### src/rtl/output_process_spi.sv
// SPI transmit framer: prefix, command, optional length, data words
// from a show-ahead FIFO and optional checksum, shifted out MSB-first.
//
// Ports:
//   RX_CLK      bit clock, all logic on the rising edge
//   RST         asynchronous reset, active-low
//   START       one-cycle send request, honoured only while idle
//   CMD         command word; CMD[0] = length word, CMD[1] = checksum
//   LEN         number of 16-bit data words, latched with START
//   DATA_IN     head of the response FIFO (show-ahead)
//   DATA_EMPTY  response FIFO empty
//   DATA_REQ    one-cycle FIFO pop
//   TX_DATA     serial data, MSB first
//   TX_LOAD     high during bit 0 of every word
//   TX_STOP     one-cycle pulse after the last bit of a message
//   BUSY        message in progress
//   UNDERRUN    sticky FIFO-empty-on-fetch flag, cleared by next START
module output_process_spi #(
    parameter logic [15:0] PREFIX   = 16'h55AA,
    parameter logic        IDLE_BIT = 1'b0
) (
    input  logic        RX_CLK,
    input  logic        RST,
    input  logic        START,
    input  logic [15:0] CMD,
    input  logic [7:0]  LEN,
    input  logic [15:0] DATA_IN,
    input  logic        DATA_EMPTY,
    output logic        DATA_REQ,
    output logic        TX_DATA,
    output logic        TX_LOAD,
    output logic        TX_STOP,
    output logic        BUSY,
    output logic        UNDERRUN
);

    typedef enum logic [2:0] {
        S_IDLE,
        S_PREFIX,
        S_CMD,
        S_LEN,
        S_DATA,
        S_CHK,
        S_STOP
    } state_t;

    state_t      state;
    state_t      state_nxt;
    state_t      tail;
    state_t      after_hdr;
    logic [15:0] shreg;
    logic [15:0] shreg_nxt;
    logic [3:0]  bit_cnt;
    logic [3:0]  bit_cnt_nxt;
    logic [7:0]  word_cnt;
    logic [7:0]  word_cnt_nxt;
    logic [15:0] csum;
    logic [15:0] csum_nxt;
    logic [15:0] cmd_q;
    logic [7:0]  len_q;
    logic        underrun_nxt;
    logic [15:0] fetch_word;
    logic        in_word;
    logic        accept;

    assign accept  = (state == S_IDLE) && START;
    assign in_word = (state == S_PREFIX) || (state == S_CMD) ||
                     (state == S_LEN)    || (state == S_DATA) ||
                     (state == S_CHK);

    // Where the message goes after its mandatory/optional header words.
    assign tail      = cmd_q[1] ? S_CHK : S_STOP;
    assign after_hdr = (len_q != 8'd0) ? S_DATA : tail;

    always_ff @(posedge RX_CLK or negedge RST) begin
        if (!RST) begin
            state    <= S_IDLE;
            shreg    <= 16'h0000;
            bit_cnt  <= 4'd0;
            word_cnt <= 8'd0;
            csum     <= 16'h0000;
            cmd_q    <= 16'h0000;
            len_q    <= 8'd0;
            UNDERRUN <= 1'b0;
        end else begin
            state    <= state_nxt;
            shreg    <= shreg_nxt;
            bit_cnt  <= bit_cnt_nxt;
            word_cnt <= word_cnt_nxt;
            csum     <= csum_nxt;
            UNDERRUN <= underrun_nxt;
            if (accept) begin
                cmd_q <= CMD;
                len_q <= LEN;
            end
        end
    end

    always_comb begin
        state_nxt    = state;
        shreg_nxt    = shreg;
        bit_cnt_nxt  = bit_cnt;
        word_cnt_nxt = word_cnt;
        csum_nxt     = csum;
        underrun_nxt = UNDERRUN;
        fetch_word   = 16'h0000;
        DATA_REQ     = 1'b0;
        BUSY         = (state != S_IDLE);
        TX_STOP      = (state == S_STOP);
        TX_LOAD      = in_word && (bit_cnt == 4'd0);
        TX_DATA      = in_word ? shreg[15] : IDLE_BIT;

        case (state)
            S_IDLE: begin
                if (START) begin
                    state_nxt    = S_PREFIX;
                    shreg_nxt    = PREFIX;
                    bit_cnt_nxt  = 4'd15;
                    word_cnt_nxt = 8'd0;
                    csum_nxt     = 16'h0000;
                    underrun_nxt = 1'b0;
                end
            end
            S_STOP: begin
                state_nxt = S_IDLE;
            end
            default: begin
                if (bit_cnt != 4'd0) begin
                    shreg_nxt   = {shreg[14:0], 1'b0};
                    bit_cnt_nxt = bit_cnt - 4'd1;
                end else begin
                    // Last bit of this word: pick the next word and load
                    // it now so words run back-to-back.
                    bit_cnt_nxt = 4'd15;
                    unique case (state)
                        S_PREFIX: state_nxt = S_CMD;
                        S_CMD:    state_nxt = cmd_q[0] ? S_LEN : after_hdr;
                        S_LEN:    state_nxt = after_hdr;
                        S_DATA:   state_nxt = (word_cnt != len_q) ? S_DATA : tail;
                        default:  state_nxt = S_STOP;
                    endcase

                    case (state_nxt)
                        S_CMD: begin
                            shreg_nxt = cmd_q;
                            csum_nxt  = csum + cmd_q;
                        end
                        S_LEN: begin
                            shreg_nxt = {8'h00, len_q};
                            csum_nxt  = csum + {8'h00, len_q};
                        end
                        S_DATA: begin
                            // An empty FIFO is not popped; a zero word
                            // goes out and is still summed.
                            if (!DATA_EMPTY) begin
                                DATA_REQ   = 1'b1;
                                fetch_word = DATA_IN;
                            end else begin
                                underrun_nxt = 1'b1;
                            end
                            shreg_nxt    = fetch_word;
                            csum_nxt     = csum + fetch_word;
                            word_cnt_nxt = word_cnt + 8'd1;
                        end
                        S_CHK: begin
                            shreg_nxt = csum;
                        end
                        default: begin
                            shreg_nxt = 16'h0000;
                        end
                    endcase
                end
            end
        endcase
    end

endmodule

### config.mk
export PLATFORM = sky130hd
export DESIGN_NAME = output_process_spi
export DESIGN_NICKNAME = d
export VERILOG_FILES = /design/src/rtl/output_process_spi.sv
export SDC_FILE = /design/constraint.sdc
export NUM_CORES = 1
export LEC_CHECK = 0
export CAP_MARGIN = 20
export CORE_MARGIN = 5
export CORE_UTILIZATION = 40
export CTS_BUF_LIST = sky130_fd_sc_hd__clkbuf_16
export CTS_CLUSTER_DIAMETER = 60
export DETAILED_ROUTE_END_ITERATION = 7
export PLACE_DENSITY = 0.64
export SETUP_SLACK_MARGIN = 0.02
export SLEW_MARGIN = 10
export SYNTH_ARGS = -nofsm -noshare
export SYNTH_HDL_FRONTEND = slang
export SYNTH_SLANG_ARGS = --single-unit
### constraint.sdc
create_clock -name RX_CLK -period 4.15 [get_ports RX_CLK]
set_input_delay 1.0375 -clock RX_CLK [delete_from_list [all_inputs] [get_ports RX_CLK]]
set_output_delay 1.0375 -clock RX_CLK [all_outputs]
set_load 0.005 [all_outputs]
; After elaboration in Yosys (flattened, before gate mapping)
; Index checks and enable logic that the tools add are counted.
[classes]
addsub = 5
n_eq_ne = 14
n_div = 0
n_reduce_logical = 20
mux = 39
shifts = 0
magnitude_cmp = 0
bitwise = 1
mul = 0
[ops]
columns = operator, count
row1 = two-way mux 16 bit, 8
row2 = case mux 16 bit (2 select lines), 2
row3 = case mux 16 bit (4 select lines), 1
row4 = case mux 16 bit (3 select lines), 1
row5 = adder 16 bit, 2
row6 = two-way mux 8 bit, 3
row7 = adder 16 x 8 -> 16 bit, 1
row8 = case mux 8 bit (2 select lines), 1
row9 = equality test 3 bit (second input constant), 5
row10 = two-way mux 3 bit, 5
row11 = equality test 3 x 2 -> 1 bit (second input constant), 4
row12 = case mux 3 bit (4 select lines), 1
row13 = two-way mux 1 bit, 9
row14 = adder 8 x 1 -> 8 bit (second input constant), 1
row15 = two-way mux 4 bit, 2
row16 = != test 8 bit, 1
row17 = case mux 4 bit (2 select lines), 1
row18 = AND reduction 4 bit, 2
row19 = nonzero test 4 bit, 2
row20 = nonzero test 8 bit, 1
row21 = two-way mux 2 bit, 3
row22 = case mux 3 bit (2 select lines), 1
row23 = AND reduction 5 bit, 1
row24 = zero test 4 bit, 1
row25 = other kinds (13), 20
[totals]
output_inout_bits = 6
word_cells = 87
mem_count = 0
register_bits = 72
ram_bits = 0
rom_bits = 0
latchBits = 0

; Depth between registers and ports, before layout
; Gate-level depths: netlist of the first run.
[logic_depth]
depth_word = 14
ltp_mapped = 17
depth_no_buf = 15

; Worst setup path after synthesis of the first run
; OpenSTA, ideal clock, no wires.
[synth_timing]
kind = flip-flop to flip-flop
start = register state[1]
end = register csum[12]
t_arrival_ns = 3.715
path_buffers = 2
path_stages_with_launch = 17
synth_period_minus_slack_ns = 3.810
required_ns = 4.055
setup_slack_ns = 0.340
cell_sequence = dfrtp_1 > buf_2 > or3b_4 > nor2_4 > a31oi_1 > o21ai_1 > clkbuf_1 > a21o_1 > ha_1 > inv_1 > fa_1 > o21ai_0 > a211oi_1 > nor3b_1 > o22ai_1 > xor2_1 > o31ai_1
[synth_via]
elab_chain_cells = 8
word_cells_on_any_way = 20
cone_classes = 10 x eq/ne / 6 x mux / 1 x bitwise / 3 x reduce/logical
[synth_rtl]
columns = element, line_no
row1 = from (decl), 47  ; state_t state;
row2 = from (signal assigned), 86  ; state <= state_nxt;
row3 = equality test 3 bit (tied with other cells), 135  ; unique case (state)
row4 = case mux 3 bit (4 select lines), 135
row5 = two-way mux 3 bit, 128  ; if (bit_cnt != 4'd0) begin
row6 = two-way mux 3 bit, 113  ; case (state)
row7 = equality test 3 bit or equality test 3 x 2 -> 1 bit (tied branches), 143  ; case (state_nxt)
row8 = case mux 16 bit (3 select lines), 143
row9 = two-way mux 16 bit, 128
row10 = case mux 16 bit (2 select lines), 113
row11 = to (signal assigned), 90  ; csum <= csum_nxt;
row12 = to (decl), 57  ; logic [15:0] csum;
; Parallel ways exist; a longest one is shown, timed or not. The select of a mux whose other input is x is not followed.
; A chain may end at the register's enable or synchronous reset.

; Worst setup path after layout of the first run
[layout_timing]
start = register state[1]
end = output port DATA_REQ
[layout_via]
elab_chain_cells = 8
word_cells_on_any_way = 14
cone_classes = 6 x eq/ne / 6 x mux / 2 x reduce/logical
[layout_rtl]
columns = element, line_no
row1 = equality test 3 bit (tied with other cells), 135
row2 = case mux 3 bit (4 select lines), 135
row3 = two-way mux 3 bit, 128
row4 = two-way mux 3 bit, 113
row5 = equality test 3 bit, 143
row6 = two-way mux 1 bit, 143
row7 = two-way mux 1 bit, 128
row8 = two-way mux 1 bit *, 113
row9 = to (decl), 29  ; output logic DATA_REQ,
; Every way passes the cells marked *; elsewhere a longest branch is shown, timed or not. The select of a mux whose other input is x is not followed.

==> results of run 1 <==
cells in the mapped netlist (8+ instances only):
cell,n,share of area (%)
sky130_fd_sc_hd__nor2_1,28,2.3
sky130_fd_sc_hd__ha_1,19,5.3
sky130_fd_sc_hd__o31ai_1,10,1.7
sky130_fd_sc_hd__inv_1,20,1.7
sky130_fd_sc_hd__nand3_1,11,1.2
sky130_fd_sc_hd__a22oi_1,8,1.3
sky130_fd_sc_hd__dfrtp_1,72,40
sky130_fd_sc_hd__xor2_1,19,3.7
sky130_fd_sc_hd__a21oi_1,44,4.9
sky130_fd_sc_hd__clkbuf_1,14,1.2
sky130_fd_sc_hd__a221o_1,8,1.8
sky130_fd_sc_hd__nand2_1,131,11
sky130_fd_sc_hd__a21o_1,10,1.7
sky130_fd_sc_hd__o21ai_0,32,3.6
sky130_fd_sc_hd__a22o_1,14,2.7
flip-flops by register name (all words and copies together), names as in the netlist:
register / count
len_q: 8
state: 3
shreg: 16
word_cnt: 8
UNDERRUN: 1
bit_cnt: 4
cmd_q: 16
csum: 16
through the flow:
stage / std cells / power, mW / utilization [%] / setup slack (ps)
after floorplan: 525 / 2.45 / - / 340
after global placement: 728 / 3.08 / 48.7 / -80.3
after detailed placement: 728 / 3.14 / 48.7 / -148
after CTS: 743 / 3.99 / 51.6 / 97.1
after global routing: 743 / 4.30 / 51.8 / 22.4
final: 743 / 4.00 / 51.8 / 202
cell families after synthesis:
family	share of synthesized area (%)
XOR/XNOR	4.89
adder cells (fa/ha/maj)	5.76
AND/OR/NAND/NOR	20.9
multiplexers	0.224
flip-flops	40.3
buffers and inverters	3.83
AO/OA/AOI/OAI	24.1
worst min-delay path, cell delays in order, from the launching register on:
cell and delay (ps):
sky130_fd_sc_hd__dfrtp_1 340, sky130_fd_sc_hd__nand2_1 50, sky130_fd_sc_hd__o21ai_1 60
worst max path at each step:
stage	slack, ps	start	endpoint	depth (start not counted)
6_report	200	state[1]	DATA_REQ	7
2_1_floorplan	340	state[1]	csum[12]	16
5_1_grt	20	state[1]	csum[15]	15
3_5_place_dp	-150	DATA_EMPTY	csum[15]	14
4_1_cts	100	state[1]	DATA_REQ	7
3_3_place_gp	-80	DATA_EMPTY	csum[15]	14
per-layer routing:
layer	vias up	track usage (%)	wire [um]
met1	2002	26.6	5750
met3	27	4.86	864
met4	0	8.66	299
met2	142	34.7	6420
li1	2006	-	-
met5	-	0	0
power groups by stage:
stage,clock network (mW),registers (mW),logic (mW)
finish,0.823,1.18,1.99
global route,0.867,1.21,2.22
CTS,0.838,1.18,1.97
detailed placement,0,1.18,1.95
global placement,0,1.18,1.90
floorplan,0,1.11,1.33
layout make-up:
cell class	instances	area, um2	share of cell area [%]
clock inverter	6	85.1	1.51
timing repair buffer	84	751	13.3
sequential	72	1800	31.9
multi-input combinational	412	2530	44.8
inverter	20	75.1	1.33
tap	140	175	3.10
clock buffer	9	225	3.99
==> insert_results.sql, run 1 <==
INSERT INTO impl_metrics (metric_group, metric, value, unit) VALUES
('floorplan', 'num_io_pins', '50', ''),
('power', 'power.sequential.fraction', '29.6', '%'),
('routing', 'ant_nets', '0', ''),
('floorplan', 'die-area', '0.0134', 'mm2'),
('timing', 'clock.fmax', '253', 'MHz'),
('grt', 'first_global_vias', '4351', ''),
('synthesis', 'synth.net_count', '589', ''),
('timing', 'final_min_period_over_clock_period', '95.1', '%'),
('synthesis', 'ys_ff_latch', '72', ''),
('grt', 'global_route_wire_length_before_repair', '21900', 'um'),
('routing', 'first_iter_violations', '239', ''),
('routing', 'post_drt_via_cell_ratio', '5.62', ''),
('placement', 'placedInstanceArea', '0.00531', 'mm2'),
('floorplan', 'die_x', '116', 'um'),
('worst_setup_path', 'r2r_start', 'state[1]', ''),
('power', 'p_int', '2.34', 'mW'),
('worst_setup_path', 'setup.worst_path.class', 'reg -> out', ''),
('routing', 'finalWirelength', '13300', 'um'),
('routing', 'detail_route.wl_per_cell', '18.0', 'um'),
('worst_setup_path', 'setup.reg_to_reg.worst_slack', '280', 'ps'),
('worst_setup_path', 'worstPathCellList', 'or3b_4, a21boi_4, a311oi_4, and2_4, buf_4, nor3b_2, clkdlybuf4s50_1', ''),
('synthesis', 'top_flip_flop_cell_by_instance_count_after_synthesis', 'sky130_fd_sc_hd__dfrtp_1', ''),
('timing', 'final.setup_skew', '5.71', 'ps'),
('power', 'pwr_density_cell', '708', 'mW/mm2'),
('min_path', 'worstHoldPathType', 'reg -> reg', ''),
('clock_network', 'cts_root_buf', 'sky130_fd_sc_hd__clkbuf_16', ''),
('grt', 'grt_start_max_net_pins', '73', ''),
('run', 'max_cap_violations', '0', ''),
('floorplan', 'initial_utilization', '41.1', '%'),
('clock_network', 'tritoncts', 'yes', ''),
('worst_setup_path', 'rr_endpoint', 'csum[15]', ''),
('synthesis', 'synth_cell_type_count', '58', ''),
('synthesis', 'syn-mean-instance-area', '8.52', 'um2'),
('placement', 'numPortBuffers', '49', ''),
('grt', 'gr-total-overflow', '0', ''),
('timing', 'rsz_0062_raised_after_global_routing', 'no', ''),
('worst_setup_path', 'cp_data_arrival_time', '2910', 'ps'),
('power', 'power.combinational.fraction', '49.8', '%'),
('finish', 'num-nets-final', '663', ''),
('finish', 'fillerInstances', '1043', ''),
('power', 'clock_power_share', '20.6', '%'),
('routing', 'routed_vias', '4177', ''),
('clock_network', 'clock_latency', '340', 'ps'),
('worst_setup_path', 'worstPathBufferInverterCount', '2', ''),
('worst_setup_path', 'worst-path-max-fanout', '12', ''),
('finish', 'area_added_between_synthesis_and_finish', '26.1', '%'),
('timing', 'max_slew.worst_pin.slew', '936', 'ps'),
('routing', 'drt_first_pass_iters', '5', ''),
('placement', 'globalplace.congestion', '0.918', ''),
('timing', 'final_max_slew_viol_count', '0', ''),
('worst_setup_path', 'end_kind', 'output pin', ''),
('worst_setup_path', 'cp_launch_type', 'register', ''),
('synthesis', 'syn_area', '0.00448', 'mm2'),
('floorplan', 'placement_rows', '38', ''),
('min_path', 'whs_endpoint', 'shreg[0]', ''),
('synthesis', 'synth_seq_area_share', '40.3', '%'),
('finish', 'final_common_cell', 'sky130_fd_sc_hd__nand2_1', ''),
('status', 'result_of_the_run', 'complete, no violations', ''),
('floorplan', 'core_region_area', '0.0109', 'mm2'),
('placement', 'dp_wirelength', '9270', 'um'),
('worst_setup_path', 'delay_of_the_slowest_critical_path_stage', '520', 'ps'),
('worst_setup_path', 'worst-endpoint-required', '3110', 'ps'),
('power', 'p_sw', '1.66', 'mW'),
('worst_setup_path', 'critical_path.slowest_cell', 'sky130_fd_sc_hd__clkdlybuf4s50_1', ''),
('power', 'power.leakage', '2.67', 'nW'),
('timing', 'setup_viol', '0', ''),
('clock_network', 'post_cts_buffers', '0', ''),
('min_path', 'hold_path_startpoint', 'shreg[0]', ''),
('clock_network', 'clk_transition_reported_paths', '50', 'ps'),
('timing', 'finalWorstPathRequiredPeriod', '3950', 'ps'),
('timing', 'timing.hold.ws', '492', 'ps');
No activity file was read; power rests on OpenSTA's default activity.
==> run 2, diff against run 1 <==
--- a/config.mk
+++ b/config.mk
@@ -13,7 +13,7 @@
 export DETAILED_ROUTE_END_ITERATION = 7
 export PLACE_DENSITY = 0.64
 export SETUP_SLACK_MARGIN = 0.02
-export SLEW_MARGIN = 10
+export SLEW_MARGIN = 20
 export SYNTH_ARGS = -nofsm -noshare
 export SYNTH_HDL_FRONTEND = slang
 export SYNTH_SLANG_ARGS = --single-unit
==> constraint.sdc (replaced) <==
create_clock -name RX_CLK -period 4.15 [get_ports RX_CLK]
set_input_delay 0.83 -clock RX_CLK [delete_from_list [all_inputs] [get_ports RX_CLK]]
set_output_delay 0.83 -clock RX_CLK [all_outputs]
set_load 0.005 [all_outputs]
==> insert_results.sql, run 2 (synthesis gave the netlist of run 1 again) <==
INSERT INTO impl_metrics (metric_group, metric, value, unit) VALUES
('worst_setup_path', 'worst-path-max-fanout', '9', ''),
('power', 'worst_ir_drop_vdd', '259', 'uV'),
('timing', 'clock.fmax', '256', 'MHz'),
('floorplan', 'core_region_area', '0.0109', 'mm2'),
('placement', 'dp_slack', '67.6', 'ps'),
('clock_network', 'post_cts_buffers', '0', ''),
('clock_network', 'cts.hold.buffers_added', '0', ''),
('worst_setup_path', 'end_kind', 'register', ''),
('clock_network', 'clock_path_buffers', '2', ''),
('clock_network', 'tritoncts', 'yes', ''),
('timing', 'max_slew.worst_pin.slew', '1030', 'ps'),
('min_path', 'worstHoldPathType', 'reg -> reg', ''),
('power', 'sw_frac_of_total', '41.5', '%'),
('power', 'pwr_density_cell', '713', 'mW/mm2'),
('worst_setup_path', 'worst_path_dominant_cell_family', 'compound AO/OA/AOI/OAI gates', ''),
('worst_setup_path', 'worstPathCellList', 'xor2_1, nor4_4, a311oi_4, and2_2, a22o_1, a21oi_1, inv_1, ha_1, o211ai_1, o211ai_1, nand3_1, a41o_1, a211o_1, a2111oi_2, a21o_1', ''),
('timing', 'finalWorstPathRequiredPeriod', '3910', 'ps'),
('finish', 'layout-drive-gt1-share', '9.35', '%'),
('finish', 'finish.cell_count_without_fillers', '728', ''),
('finish', 'num-nets-final', '647', ''),
('worst_setup_path', 'critical_path.slowest_cell', 'sky130_fd_sc_hd__dfrtp_1', ''),
('routing', 'routed_vias', '4077', ''),
('placement', 'placed_cells_incl_taps', '712', ''),
('power', 'p_sw', '1.64', 'mW'),
('power', 'clock_power_share', '22.4', '%'),
('finish', 'multi_input_comb_area', '0.00252', 'mm2'),
('worst_setup_path', 'cp_launch_type', 'register', ''),
('routing', 'ant_nets', '0', ''),
('clock_network', 'cts_htree_levels', '3', ''),
('routing', 'first_iter_violations', '280', ''),
('timing', 'final.setup_skew', '8.59', 'ps'),
('worst_setup_path', 'worst-endpoint-required', '4430', 'ps'),
('worst_setup_path', 'cp_data_arrival_time', '4190', 'ps'),
('finish', 'final_common_cell', 'sky130_fd_sc_hd__nand2_1', ''),
('timing', 'rsz_0062_raised_after_global_routing', 'yes', ''),
('clock_network', 'cts.sinks', '72', ''),
('clock_network', 'cts_root_buf', 'sky130_fd_sc_hd__clkbuf_16', ''),
('floorplan', 'initial_utilization', '41.1', '%'),
('grt', 'first_global_vias', '4273', ''),
('finish', 'area_added_between_synthesis_and_finish', '23.8', '%'),
('power', 'power.leakage', '2.60', 'nW'),
('worst_setup_path', 'setup.worst_path.class', 'reg -> reg', ''),
('power', 'p_int', '2.31', 'mW'),
('finish', 'insertedDiodeCount', '0', ''),
('routing', 'remaining_drc_errors', '0', ''),
('timing', 'final_max_slew_viol_count', '0', ''),
('routing', 'detail_route.wl_per_cell', '18.2', 'um'),
('floorplan', 'placement_rows', '38', ''),
('timing', 'final_worst_setup_slack', '245', 'ps'),
('status', 'result_of_the_run', 'complete, no violations', ''),
('floorplan', 'die-area', '0.0134', 'mm2'),
('finish', 'finalInstanceArea', '0.00554', 'mm2'),
('worst_setup_path', 'worstPathBufferInverterCount', '1', ''),
('finish', 'area.sequential', '0.00180', 'mm2'),
('placement', 'placedInstanceArea', '0.00518', 'mm2'),
('finish', 'mostFrequentLayoutCells', '131 x sky130_fd_sc_hd__nand2_1, 72 x sky130_fd_sc_hd__dfrtp_1, 48 x sky130_fd_sc_hd__clkdlybuf4s50_1, 44 x sky130_fd_sc_hd__a21oi_1, 32 x sky130_fd_sc_hd__o21ai_0', ''),
('clock_network', 'clk_transition_reported_paths', '60', 'ps'),
('floorplan', 'die_x', '116', 'um'),
('finish', 'fillerInstances', '1025', ''),
('grt', 'globalRouteTotalUtil', '21.1', '%'),
('placement', 'dp_wirelength', '8960', 'um'),
('grt', 'grt_start_max_net_pins', '73', ''),
('worst_setup_path', 'delay_of_the_slowest_critical_path_stage', '430', 'ps'),
('floorplan', 'die_y', '116', 'um'),
('timing', 'worst_slew_slack_as_a_fraction_of_its_limit', '31.2', '%'),
('placement', 'globalplace.congestion', '0.956', ''),
('floorplan', 'num_io_pins', '50', ''),
('finish', 'reg.largest.list', 'cmd_q (16), csum (16), shreg (16)', ''),
('placement', 'numPortBuffers', '49', ''),
('routing', 'finalWirelength', '13200', 'um'),
('timing', 'finalHoldViolCount', '0', ''),
('timing', 'final_min_period_over_clock_period', '94.1', '%'),
('routing', 'drt_first_pass_iters', '4', ''),
('run', 'max_cap_violations', '0', ''),
('timing', 'setup_viol', '0', ''),
('grt', 'antenna_found_initial', '0', ''),
('power', 'power.sequential.fraction', '30.1', '%'),
('worst_setup_path', 'path_common_cell', 'sky130_fd_sc_hd__o211ai_1', ''),
('grt', 'global_route_wire_length_before_repair', '22000', 'um'),
('routing', 'post_drt_via_cell_ratio', '5.60', ''),
('clock_network', 'clock_latency', '340', 'ps'),
('power', 'design_power_total', '3.95', 'mW'),
('power', 'power.combinational.fraction', '47.5', '%'),
('grt', 'gr-total-overflow', '0', ''),
('clock_network', 'cts_inserted_buffers', '9', '');
[run 2: cell types whose count changed in the layout (fill, tap and decap cells not counted), sizes merged]
| cell | delta |
|---|---|
| buf | -16 |
| bufinv | +1 |
| clkinv | +1 |
| clkinvlp | -1 |
[run 2: per-stage QoR]
stage	setup TNS, ps	util (%)	hold WS, ps
after floorplan	0	-	455
after global placement	0	47.6	475
after detailed placement	0	47.6	485
after CTS	0	50.7	499
after global routing	-29.2	50.9	523
final	0	50.9	494
[run 2: worst reg2reg max path: cells and delay by family, from the launching register on]
kind / cells / cell delay, ps
adders and majority gates: 1 / 340
xor gates and xnor gates: 1 / 190
AOI/OAI and AO/OA: 9 / 1990
buffers and inverters: 1 / 60
DFF: 1 / 430
and+or+nand+nor: 3 / 840
[run 2: power groups by stage]
| stage | clock network (mW) | registers, mW | logic, mW |
|---|---|---|---|
| 4_1_cts | 0.899 | 1.18 | 1.86 |
| 3_5_place_dp | 0 | 1.19 | 1.84 |
| 2_1_floorplan | 0 | 1.11 | 1.33 |
| 6_report | 0.887 | 1.19 | 1.88 |
| 3_3_place_gp | 0 | 1.18 | 1.80 |
| 5_1_grt | 0.930 | 1.22 | 2.10 |
[run 2: area by class of cell]
cell class	instances	share of cell area, %
clock inverters	7	1.99
multi-input cells	412	45.6
well taps	140	3.16
inverters	20	1.35
clock buffers	9	4.06
flip-flops and latches	72	32.5
repair buffers	68	11.4
[run 2: routing by layer]
| metal | GRT usage [%] | routed length, um | vias up |
|---|---|---|---|
| met5 | 0 | 0 | - |
| met4 | 9.51 | 438 | 0 |
| met3 | 4.39 | 706 | 34 |
| met2 | 32.9 | 6050 | 135 |
| met1 | 28.3 | 6030 | 1932 |
| li1 | - | - | 1976 |
[run 2: repair_timing]
item | CTS | global route
resized for setup | 0 | 4
hold endpoints to repair | 0 | 0
endpoints found under the setup margin | 0 | 2
[run 2: worst paths after layout]
check	from	endpoint	slack [ps]	depth (start not counted)
max	len_q[7]	csum[15]	240	15
max in group asynchronous	RST	csum[12]	2920	1
min	UNDERRUN	UNDERRUN	490	2
min in group asynchronous	RST	cmd_q[5]	630	1
max reg2reg	len_q[7]	csum[15]	240	15
min reg2reg	UNDERRUN	UNDERRUN	490	2
==> edit, RTL diff (settings of run 2) <==
`shreg` and `csum` no longer have a reset.
--- a/src/rtl/output_process_spi.sv
+++ b/src/rtl/output_process_spi.sv
@@ -75,25 +75,26 @@
     always_ff @(posedge RX_CLK or negedge RST) begin
         if (!RST) begin
             state    <= S_IDLE;
-            shreg    <= 16'h0000;
             bit_cnt  <= 4'd0;
             word_cnt <= 8'd0;
-            csum     <= 16'h0000;
             cmd_q    <= 16'h0000;
             len_q    <= 8'd0;
             UNDERRUN <= 1'b0;
         end else begin
             state    <= state_nxt;
-            shreg    <= shreg_nxt;
             bit_cnt  <= bit_cnt_nxt;
             word_cnt <= word_cnt_nxt;
-            csum     <= csum_nxt;
             UNDERRUN <= underrun_nxt;
             if (accept) begin
                 cmd_q <= CMD;
                 len_q <= LEN;
             end
         end
+    end
+
+    always_ff @(posedge RX_CLK) begin
+        shreg <= shreg_nxt;
+        csum  <= csum_nxt;
     end
 
     always_comb begin
Formal check against the unedited RTL: no difference found for any inputs over 10 cycles, from zero or initial values and one cycle with RST low; that may be too few to reach the edited logic, so the function may still have changed.
==> edit against run 2 <==
  * Clock power decreased by 15%
  * Sequential cell count is the same
  * Final area shrank 1.2%
  * Synthesized area decreased by 3.1%
  * Setup slack worse by 0.0095 ns
  * Critical path depth rose by 1
  * Count of clock-buffer cells in the layout unchanged
  * Wire length fell by 12%
  * Power is 18% higher
  * Critical path type unchanged
  * Critical endpoint is now csum[14]$_SDFFCE_PP0P_
  * Largest cell class unchanged
==> edit: results (changes against run 2) <==
Routing
  • Metal2 WL: 5540 microns (-8.3%)
  • Vias per cell: 5.67 (+1.3%)
  • Drt total wl: 11600 microns (-12%)
  • Routed length on met3: 561 microns (-21%)
  • Top Layer Used: met4
  • DRT Pass-1 Iters: 5 (+1)
  • Wire per inst: 17.8 microns (-1.7%)
  • DR iter-0 viols: 282 (+0.71%)

Yosys
  • Area contributors post-synth: dfrtp_1 (23%), edfxtp_1 (22%), mux2_2 (5.7%), ha_1 (4.9%), a21oi_1 (4.0%)
  • Compound-Gate Fraction of Synth Area: 18.9% (-5.2 points)
  • Post-synthesis xor/xnor area fraction: 4.65% (-0.25 points)
  • Avg Inst Size Synth: 9.94 sq um (+17%)
  • Mux cell area share after synthesis: 6.41% (+6.2 points)
  • Sequential-to-total area share from yosys stat: 45.3% (+5.0 points)
  • Number of synthesized flops with an enable pin: 32 (+32)
  • Adder-cell share of the synthesized area: 5.37% (-0.39 points)
  • Synth Net Count: 498 (-15%)
  • Synth cell types: 57 (-1.7%)
  • Post-synth top cells: nand2_1 (44), nor2_1 (44), dfrtp_1 (40)
  • Synth async-reset ratio: 55.6% (-44 points)

Timing
  • Hold_ws: 0.376 ns (-0.118 ns)
  • Skew final: 0.00716 ns (-0.00143 ns)
  • Slew of the pin with the lowest slew margin: 0.871 ns (-0.157 ns)

Worst setup path
  • Crit Path Max Fanout: 5 (-4)
  • Reg-to-Reg End: csum[14]$_SDFFCE_PP0P_
  • Setup crit start: state[1]$_DFFE_PN0P_
  • Reg2Reg Depth: 16 (+1)
  • Critical Path Sink Type: flip-flop
  • Critical path arrival: 4.00 ns (-0.19 ns)

Place
  • Hpwl dp: 8140 microns (-9.2%)
  • RD Place Congestion: 0.861 (-9.9%)
  • Area post-placement: 5140 sq um (-0.92%)
  • Placed Cells: 634 (-11%)

Run status
  • Status: finished, final reports clean

Global route
  • Global-route wire length before repair: 19200 microns (-13%)
  • Largest net degree at the start of global routing: 41 (-44%)
  • Via count of the first global-routing pass: 3709 (-13%)
  • All-Layer GR Usage: 18.8% (-2.3 points)

Power and ir drop
  • Pint: 2.79 mW (+21%)
  • VDD IR-drop max: 287 uV (+11%)

Final layout
  • Share of cells above drive strength 1: 17.2% (+7.8 points)
  • Final nets: 569 (-12%)

Min path
  • Hold Path Class: input port to async pin
-- edit: cell count changes after synthesis, sizes merged, moves of 9 or more --
| cell | change |
|---|---|
| nand2 | -87 |
| o21ai | -9 |
| dfrtp | -32 |
| o31ai | -10 |
| mux2 | +22 |
| edfxtp | +32 |
| nor2 | +14 |
-- edit: cell type report --
cell class	instances	area, sq um	area share [%]
multi-input combinational	333	2290	41.8
sequential	72	1960	35.8
timing repair buffer	77	708	12.9
clock buffer	9	225	4.11
tap	140	175	3.20
clock inverter	7	62.6	1.14
inverter	14	52.6	0.960
-- edit: stage by stage --
stage	total power, mW	worst slack (ns)
after detailed placement	3.86	-0.0246
final	4.67	0.235
after global placement	3.78	0.0496
after floorplan	3.11	0.0216
after CTS	4.65	0.0212
after global routing	5.05	0.0279
-- edit: worst max-delay path: stages (launching register included) --
cell,delay (ns)
dfrtp_1,0.38
or3b_4,0.44
nor4_4,0.20
a31o_2,0.21
nor3_2,0.07
buf_4,0.14
a22oi_1,0.21
a21boi_0,0.20
inv_1,0.06
ha_1,0.29
a21o_1,0.18
a21o_1,0.23
a2111oi_4,0.38
o2111ai_2,0.19
a221oi_1,0.28
or3_1,0.15
a21oi_1,0.06
-- edit: metal layers --
layer | vias to the layer above | track usage (%)
met5 | - | 0
met4 | 0 | 8.55
met3 | 29 | 2.80
met2 | 96 | 30.2
met1 | 1822 | 25.2
li1 | 1751 | -
-- edit: power groups by stage --
stage / registers [mW] / clock network [mW] / logic, mW
floorplan: 1.36 / 0 / 1.75
global placement: 1.43 / 0 / 2.35
detailed placement: 1.44 / 0 / 2.41
CTS: 1.43 / 0.770 / 2.45
global route: 1.47 / 0.801 / 2.78
finish: 1.43 / 0.758 / 2.48
-- edit: worst max-delay path by stage --
stage / endpoint / cells after the start
after floorplan: csum[14]$_SDFFCE_PP0P_ / 16
after global placement: csum[14]$_SDFFCE_PP0P_ / 13
after detailed placement: csum[14]$_SDFFCE_PP0P_ / 13
after CTS: csum[14]$_SDFFCE_PP0P_ / 15
after global routing: csum[14]$_SDFFCE_PP0P_ / 15
final: csum[14]$_SDFFCE_PP0P_ / 16
-- edit: repair_timing --
item,CTS,global route
setup buffers,0,1
setup endpoints to repair,1,6
pin swaps,0,2
gates resized for setup,1,4
-- edit: cell families after synthesis --
family,after synthesis
xor+xnor,23
fa+ha+maj,18
simple gates,145
flops,72
compound gates,122
mux,25
buf+inv,31
